**src/rtl/xcvr_lane_init_ctrl.sv**
```systemverilog
// Lane reset/initialisation sequencer for a transceiver lane behind the TX PLL.
// Sequences the PMA and PCS resets from PLL lock. Reports TX/RX readiness.
// Restarts the whole sequence on loss of PLL lock or of the lane TX clock.
// Optional build macro XCVR_INIT_TIMEOUT_CNT_EN enables the TX-clock timeout counter.
// Without the macro, TIMEOUT_CNT is tied to zero.
module xcvr_lane_init_ctrl #(
    parameter int unsigned PMA_RST_CYC     = 64,
    parameter int unsigned LOCK_STABLE_CYC = 1024,
    parameter int unsigned TX_CLK_TIMEOUT  = 65535,
    parameter int unsigned PCS_SETTLE_CYC  = 16,
    parameter int unsigned CNT_W           = 20
) (
    input  logic       CLK,
    input  logic       RST,
    input  logic       PLL_LOCK,
    input  logic       TX_CLK_STABLE,
    input  logic       RX_VAL,
    output logic       LANE_PMA_ARST_N,
    output logic       LANE_PCS_ARST_N,
    output logic       TX_READY,
    output logic       RX_READY,
    output logic [2:0] INIT_STATE,
    output logic [7:0] TIMEOUT_CNT
);

    typedef enum logic [2:0] {
        StResetAll   = 3'd0,
        StWaitPll    = 3'd1,
        StPllStable  = 3'd2,
        StReleasePma = 3'd3,
        StReleasePcs = 3'd4,
        StTxUp       = 3'd5,
        StRxUp       = 3'd6,
        StUnused     = 3'd7
    } state_e;

    // Terminal count of each timed state (dwell N ends when count == N-1)
    localparam logic [CNT_W-1:0] PmaLast    = CNT_W'(PMA_RST_CYC - 1);
    localparam logic [CNT_W-1:0] LockLast   = CNT_W'(LOCK_STABLE_CYC - 1);
    localparam logic [CNT_W-1:0] TxToLast   = CNT_W'(TX_CLK_TIMEOUT - 1);
    localparam logic [CNT_W-1:0] SettleLast = CNT_W'(PCS_SETTLE_CYC - 1);

    state_e           state_q, state_d;
    logic [CNT_W-1:0] cnt_q;
    logic [1:0]       pll_sync_q, txc_sync_q, rxv_sync_q;
    logic             pll_lock_s, tx_clk_stable_s, rx_val_s;

    // Two-flop synchronisers for the asynchronous lane status inputs
    always_ff @(posedge CLK or posedge RST) begin
        if (RST) begin
            pll_sync_q <= 2'b00;
            txc_sync_q <= 2'b00;
            rxv_sync_q <= 2'b00;
        end else begin
            pll_sync_q <= {pll_sync_q[0], PLL_LOCK};
            txc_sync_q <= {txc_sync_q[0], TX_CLK_STABLE};
            rxv_sync_q <= {rxv_sync_q[0], RX_VAL};
        end
    end

    assign pll_lock_s      = pll_sync_q[1];
    assign tx_clk_stable_s = txc_sync_q[1];
    assign rx_val_s        = rxv_sync_q[1];

    // Next-state decode; lock loss outranks every other exit, then TX clock loss
    always_comb begin
        state_d = state_q;
        if ((state_q inside {StReleasePma, StReleasePcs, StTxUp, StRxUp}) && !pll_lock_s) begin
            state_d = StResetAll;
        end else if ((state_q inside {StReleasePcs, StTxUp, StRxUp}) && !tx_clk_stable_s) begin
            state_d = StResetAll;
        end else begin
            unique case (state_q)
                StResetAll:   if (cnt_q == PmaLast) state_d = StWaitPll;
                StWaitPll:    if (pll_lock_s) state_d = StPllStable;
                StPllStable: begin
                    if (!pll_lock_s)            state_d = StWaitPll;
                    else if (cnt_q == LockLast) state_d = StReleasePma;
                end
                StReleasePma: begin
                    if (tx_clk_stable_s)        state_d = StReleasePcs;
                    else if (cnt_q == TxToLast) state_d = StResetAll;
                end
                StReleasePcs: if (cnt_q == SettleLast) state_d = StTxUp;
                StTxUp:       if (rx_val_s) state_d = StRxUp;
                StRxUp:       if (!rx_val_s) state_d = StTxUp;
                StUnused:     state_d = StResetAll;
            endcase
        end
    end

    // State, shared dwell counter and outputs registered from the next state
    always_ff @(posedge CLK or posedge RST) begin
        if (RST) begin
            state_q         <= StResetAll;
            cnt_q           <= '0;
            LANE_PMA_ARST_N <= 1'b0;
            LANE_PCS_ARST_N <= 1'b0;
            TX_READY        <= 1'b0;
            RX_READY        <= 1'b0;
        end else begin
            state_q         <= state_d;
            cnt_q           <= (state_d != state_q) ? '0 : cnt_q + 1'b1;
            LANE_PMA_ARST_N <= state_d inside {StReleasePma, StReleasePcs, StTxUp, StRxUp};
            LANE_PCS_ARST_N <= state_d inside {StReleasePcs, StTxUp, StRxUp};
            TX_READY        <= state_d inside {StTxUp, StRxUp};
            RX_READY        <= (state_d == StRxUp);
        end
    end

    assign INIT_STATE = state_q;

`ifdef XCVR_INIT_TIMEOUT_CNT_EN
    logic       timeout_evt;
    logic [7:0] timeout_cnt_q;

    // Same condition that takes RELEASE_PMA back to RESET_ALL on timeout
    assign timeout_evt = (state_q == StReleasePma) && pll_lock_s && !tx_clk_stable_s &&
                         (cnt_q == TxToLast);

    // Saturating timeout event counter, cleared only by RST
    always_ff @(posedge CLK or posedge RST) begin
        if (RST) begin
            timeout_cnt_q <= 8'd0;
        end else if (timeout_evt && (timeout_cnt_q != 8'hff)) begin
            timeout_cnt_q <= timeout_cnt_q + 8'd1;
        end
    end

    assign TIMEOUT_CNT = timeout_cnt_q;
`else
    assign TIMEOUT_CNT = 8'd0;
`endif

endmodule

```
**config.mk**
```make
export PLATFORM = sky130hd
export DESIGN_NAME = xcvr_lane_init_ctrl
export DESIGN_NICKNAME = d
export VERILOG_FILES = /design/src/rtl/xcvr_lane_init_ctrl.sv
export SDC_FILE = /design/constraint.sdc
export NUM_CORES = 1
export LEC_CHECK = 0
export ABC_AREA = 1
export CORE_UTILIZATION = 47
export DETAILED_ROUTE_END_ITERATION = 8
export PLACE_DENSITY = 0.66
export SETUP_SLACK_MARGIN = 0.5
export SLEW_MARGIN = 5
export SYNTH_ARGS = -nofsm -noshare
export SYNTH_HDL_FRONTEND = slang
export SYNTH_SLANG_ARGS = --single-unit
```
**constraint.sdc**
```tcl
create_clock -name CLK -period 2.3 [get_ports CLK]
set_input_delay 0.46 -clock CLK [delete_from_list [all_inputs] [get_ports CLK]]
set_output_delay 0.46 -clock CLK [all_outputs]
set_load 0.02 [all_outputs]
```
==> results.toml <==
[detailed_routing]
vias = 1313
drt_first_pass_iters = 6
drtIter0Drc = 70
drc = 0
wire_per_inst_um = 11.3
via_per_inst = 4.59
ant_nets = 0
wl_um = 3250

[sta]
fin_crit_ns = 1.81
grt_setup_unrepaired = "true"
slew_viol_final = 0
tns_ns = 0
setup_viol_count_final = 0
max_freq_mhz = 554
finalHoldViolCount = 0
fin_crit_sh_pct = 78.5
clock-skew-final_ns = 0.00553

[synthesis]
async_flop_share_pct = 100
synthesis.area_sq_mm = 0.00184
avgSynthCellArea_sq_um = 8.68
ys_ff_latch = 33
synth_area_leaders = "dfrtp_1 (45%), nor2_2 (8.5%), nand2_1 (7.8%)"
synth_common_cells = "nand2_1 (38), dfrtp_1 (33), nor2_1 (25), nor2_2 (25), inv_1 (18)"
synthCells = 212
yosysTopAreaCell = "dfrtp_1"
ys_seq_area_share_pct = 44.9
synth_edf_count = 0
ys.flop_type = "dfrtp_1"
yosysWarnings = 0
synth_cell_types = 27
yosysTopAreaCellShare_pct = 44.9
yosysMostFrequentCell = "nand2_1"

[floorplanning]
initial_core_util_pct = 49.5
rows = 22
core-area_sq_mm = 0.00372
die_w_um = 64.6
ios = 20
die-area_sq_mm = 0.00417
fp.dieH_um = 64.6

[final_layout]
syn_to_final_growth_pct = 20.7
antenna_cells = 0
drive_above_1_share_pct = 30.3
utilization_pct = 59.7
final_nets = 244
fillers = 321

[hold_path]
hp-start = "txc_sync_q[0]$_DFF_PP0_"
hold_path.class = "reg2reg"
holdPathEnd = "txc_sync_q[1]$_DFF_PP0_"
holdPathStages = 0

[grt]
grt_pass1_wl_um = 5130
grt.overflow.total = 0
grt_start_max_net_pins = 34
grt_pass1_vias = 1185
grt_use_total_pct = 16.6
antenna_found_initial = 0

[place]
gp_congestion = 0.805
hpwl_um = 2080
io_buffer_count = 11

[setup_path]
arrival_ns = 1.98
r2r_end = "cnt_q[2]$_DFF_PP0_"
rr_worst_depth = 16
crit_type = "reg2reg"
r2r_setup_slack_ns = 0.49
end_kind = "register"
worstReg2RegStart = "cnt_q[0]$_DFF_PP0_"
crit_path_start_kind = "register"
required_ns = 2.47
crit_path_max_fanout = 5

[power]
powerDensity_mw_per_mm2 = 463
p_leak_uw = 0.00103
ir_drop_mv = 0.346

[clocking]
htree_levels = 2
cts_tree = "built"
clk_latency_ns = 0.29
cts.clk_slew.worst_paths_ns = 0.06
hold_buffers = 0
cts_made_buffers = 5
clockRootBuffer = "clkbuf_8"
cts_sinks = 33
clockBufferDepth = 2

[flow_run]
drv_cap = 0

[status]
outcome = "complete, no violations"
## critical path, stage by stage, from the launching register on
cell       delay, ns
dfrtp_1         0.41
inv_1           0.07
ha_2            0.16
inv_2           0.03
nor2_2          0.08
nand2_2         0.07
nor2_4          0.09
nand2_2         0.05
nand2_2         0.06
nand2_2         0.06
nand2_4         0.09
nand2_2         0.06
nand2_2         0.07
nor2_4          0.05
nand2_4         0.12
clkbuf_16       0.17
nor2_4          0.04
## how the worst max path moves through the flow
stage | to | startpoint | cells after the start | slack, ns
after floorplan | cnt_q[12]$_DFF_PP0_ | cnt_q[0]$_DFF_PP0_ | 11 | 0.64
after global placement | cnt_q[16]$_DFF_PP0_ | cnt_q[0]$_DFF_PP0_ | 11 | 0.50
after detailed placement | cnt_q[17]$_DFF_PP0_ | cnt_q[0]$_DFF_PP0_ | 11 | 0.46
after CTS | cnt_q[15]$_DFF_PP0_ | cnt_q[0]$_DFF_PP0_ | 11 | 0.47
after global routing | cnt_q[19]$_DFF_PP0_ | cnt_q[0]$_DFF_PP0_ | 11 | 0.35
final | cnt_q[2]$_DFF_PP0_ | cnt_q[0]$_DFF_PP0_ | 16 | 0.49
## what timing repair did
| item | CTS | global route |
|---|---|---|
| buffers inserted | 2 | 3 |
| gates resized for setup | 3 | 17 |
| setup endpoints to repair | 23 | 21 |
| pin swaps | 1 | 7 |
| cloned | 0 | 3 |
## layout make-up
class | count | area [sq um] | share of cell area [%]
clock buffer | 6 | 72.6 | 3.27
tap | 48 | 60.1 | 2.71
clock inverter | 2 | 10.0 | 0.451
multi-input combinational | 153 | 931 | 41.9
inverter | 23 | 86.3 | 3.89
sequential | 33 | 827 | 37.3
timing repair buffer | 21 | 233 | 10.5
## layout by cell type, fill, tap and decap left out, drive strengths merged
cell type      count
ha                 2
nand2             47
nand4              4
a21boi             1
nor2              51
inv               22
clkbuf             8
o21ai              1
conb               8
nand3             14
xor2              11
clkdlybuf4s50      8
clkinv             3
xnor2              7
nand3b             1
nor3               4
buf                8
dfrtp             33
dlygate4sd2        3
a21oi              2
## registers in the layout (all words and copies together), names as in the netlist
register,count
rxv_sync_q,2
cnt_q,20
RX_READY,1
INIT_STATE,3
txc_sync_q,2
pll_sync_q,2
LANE_PMA_ARST_N,1
TX_READY,1
LANE_PCS_ARST_N,1
## power by group
group / leakage [uW] / internal (uW) / switching (uW)
registers: 0.000431 / 586 / 2.81
clock network: 0.0000450 / 209 / 199
logic: 0.000559 / 7.55 / 24.2
## logic make-up after synthesis
group                    Yosys count  share of synthesized area (%)
other                              1                          0.204
AND/OR/NAND/NOR                  121                           33.9
flip-flops                        33                           44.9
buffers and inverters             33                           9.18
XOR/XNOR                          18                           8.57
AO/OA/AOI/OAI                      4                           1.84
adder cells (fa/ha/maj)            2                           1.36
## stage by stage
| step | hold slack (ns) | std cells | total power, uW | setup slack, ns | instance area [sq um] |
|---|---|---|---|---|---|
| finish | 0.348 | 286 | 1030 | 0.494 | 2220 |
| global route | 0.357 | 286 | 1080 | 0.346 | 2220 |
| CTS | 0.351 | 280 | 1050 | 0.469 | 2070 |
| detailed placement | 0.335 | 270 | 632 | 0.460 | 1980 |
| global placement | 0.332 | 270 | 632 | 0.500 | 1980 |
| floorplan | 0.331 | 219 | 631 | 0.643 | 1870 |
## metal layers
metal / routed length (um) / vias up / global-route usage, % / part of all wire (%)
met1: 1580 / 607 / 21.4 / 49
met2: 1530 / 16 / 25.4 / 47
met3: 82 / 6 / 5.28 / 2.5
met5: 0 / - / 0 / 0
li1: - / 684 / - / -
met4: 56 / 0 / 7.50 / 1.7
Note: power is estimated with default switching activity, not from simulation.
